## config.mk

```make
export PLATFORM = sky130hd
export DESIGN_NAME = pc_fetch_unit
export DESIGN_NICKNAME = d
export VERILOG_FILES = /design/src/rtl/pc_fetch_unit.sv
export SDC_FILE = /design/constraint.sdc
export NUM_CORES = 1
export LEC_CHECK = 0
export CORE_ASPECT_RATIO = 1.4
export CORE_MARGIN = 5
export CORE_UTILIZATION = 47
export DETAILED_ROUTE_END_ITERATION = 8
export HOLD_SLACK_MARGIN = 0.06
export PLACE_DENSITY = 0.81
export SYNTH_ARGS = -nofsm -noshare
export SYNTH_HDL_FRONTEND = slang
export SYNTH_SLANG_ARGS = --single-unit
```

## constraint.sdc

```tcl
create_clock -name clk -period 3.4 [get_ports clk]
set_clock_uncertainty 0.15 [all_clocks]
set_input_delay 0.34 -clock clk [delete_from_list [all_inputs] [get_ports clk]]
set_output_delay 0.34 -clock clk [all_outputs]
set_load 0.1 [all_outputs]
```

## src/rtl/pc_fetch_unit.sv

```systemverilog
// pc_fetch_unit
// Holds the architectural PC and fetches one instruction per core instruction.
// A fetch is requested over a valid/ready channel and completed by a response strobe.
// When the core reaches COMMIT_STATE, the next PC is chosen from three sources:
// the sequential PC, a branch/JAL target, or a JALR target.
// A control-flow target that is not word aligned freezes the unit.
// It stays frozen until reset.
//
// Ports
//   clk, resetn          core clock, asynchronous active-low reset
//   state                core FSM state; a commit is taken when it equals COMMIT_STATE
//   taken_branch         registered branch/jump decision
//   is_jal, is_jalr      instruction class from decode
//   imm, rs1_val         sign-extended immediate, rs1 operand for JALR
//   fetch_valid/ready    fetch request handshake, fetch_addr = pc
//   fetch_rvalid/rdata   fetch response
//   pc, pc_plus4         current PC and link value
//   instr, instr_valid   latched instruction and its one-cycle update pulse
//   misaligned, mis_addr sticky misaligned-target flag and the offending target
//
// FSM
//   state | meaning
//   REQ   | request outstanding at pc, waiting for fetch_ready
//   WAIT  | request accepted, waiting for fetch_rvalid
//   HOLD  | instruction latched, waiting for the commit state
//   HALT  | misaligned target seen, frozen until reset
module pc_fetch_unit #(
    parameter logic [31:0] RESET_PC     = 32'h0000_0000,
    parameter logic [2:0]  COMMIT_STATE = 3'd5
) (
    input  logic        clk,
    input  logic        resetn,
    input  logic [2:0]  state,
    input  logic        taken_branch,
    input  logic        is_jal,
    input  logic        is_jalr,
    input  logic [31:0] imm,
    input  logic [31:0] rs1_val,
    input  logic        fetch_ready,
    input  logic        fetch_rvalid,
    input  logic [31:0] fetch_rdata,
    output logic        fetch_valid,
    output logic [31:0] fetch_addr,
    output logic [31:0] pc,
    output logic [31:0] pc_plus4,
    output logic [31:0] instr,
    output logic        instr_valid,
    output logic        misaligned,
    output logic [31:0] mis_addr
);

    typedef enum logic [1:0] {S_REQ, S_WAIT, S_HOLD, S_HALT} fsm_t;

    fsm_t        r_fsm;
    fsm_t        w_fsm_nxt;
    logic [31:0] r_pc;
    logic [31:0] r_instr;
    logic        r_instr_valid;
    logic        r_mis;
    logic [31:0] r_mis_addr;

    logic        w_taken;
    logic        w_commit;
    logic        w_accept;
    logic        w_resp;
    logic [31:0] w_target;

    // A JAL redirects only through taken_branch. is_jal by itself never forces a jump.
    assign w_taken  = taken_branch | (taken_branch & is_jal);
    assign w_commit = (r_fsm == S_HOLD) && (state == COMMIT_STATE);
    assign w_accept = (r_fsm == S_REQ) && fetch_ready;
    assign w_resp   = (r_fsm == S_WAIT) && fetch_rvalid;

    always_comb begin
        w_target = r_pc + 32'd4;
        if (is_jalr)
            w_target = (rs1_val + imm) & ~32'h1;
        else if (w_taken)
            w_target = r_pc + imm;
    end

    always_ff @(posedge clk or negedge resetn) begin
        if (!resetn)
            r_fsm <= S_REQ;
        else
            r_fsm <= w_fsm_nxt;
    end

    always_comb begin
        w_fsm_nxt = r_fsm;
        case (r_fsm)
            S_REQ:   if (fetch_ready)  w_fsm_nxt = S_WAIT;
            S_WAIT:  if (fetch_rvalid) w_fsm_nxt = S_HOLD;
            S_HOLD:  if (w_commit)     w_fsm_nxt = w_target[1] ? S_HALT : S_REQ;
            default: w_fsm_nxt = S_HALT;
        endcase
    end

    // The request is gated by resetn so that fetch_valid reads 0 while reset is held,
    // even though the FSM already sits in REQ.
    always_comb begin
        fetch_valid = 1'b0;
        if (r_fsm == S_REQ)
            fetch_valid = resetn;
    end

    always_ff @(posedge clk or negedge resetn) begin
        if (!resetn) begin
            r_pc          <= RESET_PC;
            r_instr       <= 32'h0;
            r_instr_valid <= 1'b0;
            r_mis         <= 1'b0;
            r_mis_addr    <= 32'h0;
        end else begin
            r_instr_valid <= w_resp;
            if (w_resp)
                r_instr <= fetch_rdata;
            if (w_commit) begin
                if (w_target[1]) begin
                    r_mis      <= 1'b1;
                    r_mis_addr <= w_target;
                end else begin
                    r_pc <= w_target;
                end
            end
        end
    end

    assign fetch_addr  = r_pc;
    assign pc          = r_pc;
    assign pc_plus4    = r_pc + 32'd4;
    assign instr       = r_instr;
    assign instr_valid = r_instr_valid;
    assign misaligned  = r_mis;
    assign mis_addr    = r_mis_addr;

endmodule

```

* Word level (Yosys, flattened, before mapping)
Index checks and enable logic that the tools add are counted.
** Word-level totals
- Output and inout port bits :: 163
- Input port bits :: 106
- Register bits :: 99
- Word-level logic and storage cells :: 32
** Cells by class
- Bitwise logic cells :: 3
- Equal/unequal tests :: 6
- Reduce and logical (&&, ||, !) cells :: 6
- Mux-type cells :: 8
- Add/sub/neg operators :: 3
** Operator list (number)
- $add 32x32->32 :: 2
- $mux 32 :: 2
- $add 32x3->32 const B :: 1
- $mux 2 :: 4
- $ne 2x2->1 const B :: 3
- $pmux 2 s3 :: 1
- $reduce_and 2->1 :: 2
- $eq 3x3->1 const B :: 1
- $reduce_and 3->1 :: 1
- $eq 2x1->1 const B :: 1
- $eq 2x2->1 const B :: 1
- $logic_and 1x1->1 :: 2
- $logic_not 2->1 :: 1
- $and 1x1->1 :: 1
- $mux 1 :: 1
- $not 1->1 :: 1
- $or 1x1->1 :: 1

* Depth between registers and ports, before layout
- Depth after elaboration :: 7
- Depth in mapped cells :: 11
- Depth with buffers taken out :: 11

* Least setup slack after synthesis
OpenSTA, ideal clock, no wires.
- Path kind :: register -> register
- From :: register r_pc[9] (netlist: fetch_addr[9])
- To :: register r_pc[31] (netlist: fetch_addr[31])
- Cell stages (with the launch flop) :: 10
- Buffers on the path :: 0
- Setup slack :: -1209 ps
- Data required time :: 3180 ps
- Arrival time :: 4389 ps
- Cells stage by stage :: dfrtp_1 and4_1 and4_1 nand3_2 or2_2 nor4_2 xor2_1 nor2_1 a221oi_2 mux2_2
** Between the ends
- Word-level cells in the longest chain between the ends :: 3
- Elaborated cells on any way between the ends :: 4
** RTL lines
- start: declaration :: RTL line 56 : logic [31:0] r_pc;
- start signal: assignment :: RTL line 123 : r_pc <= w_target;
- $add 32x3->32
- via pc_plus4[31] :: RTL line 45 : output logic [31:0] pc_plus4,
- $mux 32 :: RTL line 78 : else if (w_taken)
- $mux 32 :: RTL line 76 : if (is_jalr)
The timed path passes the listed nets, and every way through them passes these cells.
A chain may end at the register's enable or synchronous reset.

* Worst setup path after layout
- From :: input port imm[1]
- To :: register r_pc[30] (netlist: fetch_addr[30])
** Between the ends
- Word-level cells in the longest chain between the ends :: 5
- Elaborated cells on any way between the ends :: 6
** RTL lines
- start: declaration :: RTL line 37 : input logic [31:0] imm,
- $add 32x32->32 :: RTL line 79 : w_target = r_pc + imm;
- $mux 32 :: RTL line 78
- $mux 32 * :: RTL line 76
- $not 1->1 (no line)
- $reduce_and 2->1 (no line)
Mark *: on every way between the ends. The rest lies on a longest branch, timed or not.

==> metrics.cfg <==
[clock_network]
numCtsBuffers = 9
cts_sinks = 98
cts_root_buf = clkbuf_16
clk_latency_ps = 340
cts_tree = done
htreeDepth = 3
cts.clk_slew.worst_paths_ps = 60
clock_path_buffers = 2

[placement]
pre_cts_ws_ps = -333
gp_congestion = 0.969
port_buffers = 264
dp_cells = 1527
dp.final_hpwl_mm = 25.4

[sta]
setup_violations = 1
tightest_slew_ps = 1010
period_needed_ps = 3410
slew_headroom = 0.321
max_freq_mhz = 293
finalCritPeriodShare = 1.00
hold_viol_final = 0
rsz0062_at_grt = true
maxSlewViolCount = 0
final.setup.worst_slack_ps = -11.0

[synthesis]
synth.yosys.warnings = 0
synthArstFlopShare = 1.00
syn_area_um2 = 8280
yosysTopAreaCell = dfrtp_1
synth_ff_type = dfrtp_1
ys_top_cells_by_area = dfrtp_1 30%, ha_1 9.4%, mux2_2 6.7%
synth_top_area_share = 0.296
avgSynthCellArea_um2 = 8.48
syn_inst = 977
synth_seq_cells = 98
synthTopCellsByCount = 115 x nand2_1, 98 x dfrtp_1, 90 x a21oi_1
ys_types = 74
yosysMostFrequentCell = nand2_1
synth_edf_count = 0
ys_seq_area_frac = 0.296

[die]
die_w_um = 122
start_util = 0.478
design.die.area_um2 = 20400
core_region_area_um2 = 17300
rows = 57
fp.dieH_um = 167
ios = 269

[hold_path]
holdCritStartpoint = mis_addr[20]
hp-class = flop to flop
hold_path_depth = 2
hold-path-endpoint = mis_addr[20]

[global_route]
grt.overflow.total = 0
grt_usage = 0.296
grt_pass1_wl_mm = 47.4
antenna_found_initial = 0
grt_max_degree = 46
grt_pass1_vias = 8945

[worst_setup_path]
r2r_start = fetch_addr[0]
reg2reg_slack_ps = 200
slowest_delay_ps = 520
worst-r2r-cell-count = 11
slowest_stage = clkdlybuf4s50_1
r2r-end = fetch_addr[30]
path_cells = clkdlybuf4s50_1 -> inv_1 -> fa_1 -> nor2b_2 -> o21bai_1 -> a21boi_1 -> buf_4 -> o311ai_2 -> o21ai_1 -> buf_4 -> nand3_1 -> a211oi_1 -> nor4_2 -> buf_4 -> mux2_2
critical_path_buf_inv_count = 5
path_class = input pin to flop
crit_family = buffers and inverters
critical_path.max_fanout = 3
endpoint_kind = flop
startpoint_type = input pin
cpMostUsedCell = buf_4
worstPathRequired_ps = 3470
crit_arrival_ps = 3480

[outcome]
violations = setup timing
status = complete, but fails checks

[routing]
drc = 0
first_pass_iters = 6
wl_mm = 30.9
final_antenna_net_count = 0
routed-via-count = 8881
via_per_inst = 5.75
drt-initial-drc-count = 683
routedWlPerCell_um = 20.0

[finish]
nets = 1472
layout-drive-gt1-share = 0.251
antennaDiodeCount = 0
area_growth_pct = 49.0
fin_cells = 1544

[run]
drv_cap = 0

-- state kept, by name (all words and copies together), names as in the netlist --
signal and count:
instr 32, r_fsm 2, instr_valid 1, mis_addr 32, fetch_addr 31
-- repair_timing --
action / 4_1_cts / 5_1_grt
gates resized for setup: 1 / 12
endpoints found under the setup margin: 1 / 19
pin swaps: 0 / 1
hold endpoints to repair: 42 / 0
buffers inserted: 0 / 0
hold buffers: 1 / 0
cloned: 0 / 0
-- metal layers --
layer	global-route usage	up-vias	share of wire
li1	-	4177	-
met1	0.372	4204	0.40
met2	0.500	437	0.48
met3	0.0607	63	0.087
met4	0.107	0	0.032
met5	0	-	0
-- how the worst max path moves through the flow --
stage	slack [ps]	startpoint	end	depth (start not counted)
CTS	3	imm[1]	mis_addr[28]	15
finish	-10	imm[1]	fetch_addr[30]	15
floorplan	3	fetch_addr[2]	fetch_addr[8]	7
detailed placement	-330	imm[1]	mis_addr[28]	15
global placement	-290	imm[1]	fetch_addr[30]	15
global route	-110	imm[1]	fetch_addr[30]	15
-- cell usage in the layout, fill, tap and decap left out, types with 6 or more instances in the layout --
master / netlist / routed
clkdlybuf4s50_1: 0 / 196
buf_4: 40 / 177
nand2_1: 115 / 115
a21oi_1: 90 / 87
o21ai_0: 79 / 77
dfrtp_1: 98 / 76
nor2_1: 64 / 63
ha_1: 62 / 62
mux2_2: 49 / 49
xnor2_1: 48 / 34
nand3_1: 32 / 32
inv_1: 24 / 24
xor2_1: 26 / 16
dfrtp_2: 0 / 14
nand4_1: 13 / 13
xnor2_2: 0 / 13
a211oi_1: 16 / 13
a31oi_1: 13 / 12
a21o_1: 12 / 12
nand2b_1: 11 / 11
o31ai_1: 11 / 11
buf_12: 0 / 11
nor4_1: 10 / 9
nor3_1: 9 / 9
clkbuf_16: 0 / 9
and3_1: 8 / 8
o211ai_1: 8 / 8
o21bai_1: 8 / 8
or3_1: 8 / 8
dfrtp_4: 0 / 8
and4_1: 7 / 7
o21a_1: 7 / 7
mux2i_1: 6 / 6
-- final cells by class --
cell class	instances	area (um2)
Tap cell	236	295
Fill cell	1349	4990
Multi-Input combinational cell	784	5630
Clock buffer	11	253
Inverter	25	93.8
Sequential cell	98	2500
Clock inverter	5	52.6
Timing Repair Buffer	385	3520
-- tightest hold or removal path, stage by stage (launching register included) --
cell	delay (ps)
dfrtp_1	340
nand2_1	40
o21ai_0	60
-- cells by family (layout without fill, tap and decap cells) --
| family | after synthesis | count (layout) | synth area share |
|---|---|---|---|
| compound gates | 288 | 288 | 0.218 |
| other cells | 1 | 3 | 0.000453 |
| mux | 55 | 55 | 0.0739 |
| xor+xnor | 74 | 74 | 0.0783 |
| flops | 98 | 98 | 0.296 |
| simple gates | 301 | 301 | 0.174 |
| buf+inv | 97 | 426 | 0.0630 |
| fa+ha+maj | 63 | 63 | 0.0961 |
-- metrics by stage --
stage / area (um2) / TNS [ps] / hold WS, ps / utilization
floorplan: 8590 / 0 / -106 / -
global placement: 12000 / -3380 / 213 / 0.691
detailed placement: 12000 / -5100 / 219 / 0.691
CTS: 12300 / 0 / 335 / 0.709
global route: 12300 / -286 / 372 / 0.712
finish: 12300 / -11.0 / 333 / 0.712
Power is left out: the tool's default activity adds up to more than one toggle a clock period on the data nets, which glitch-free logic cannot reach.
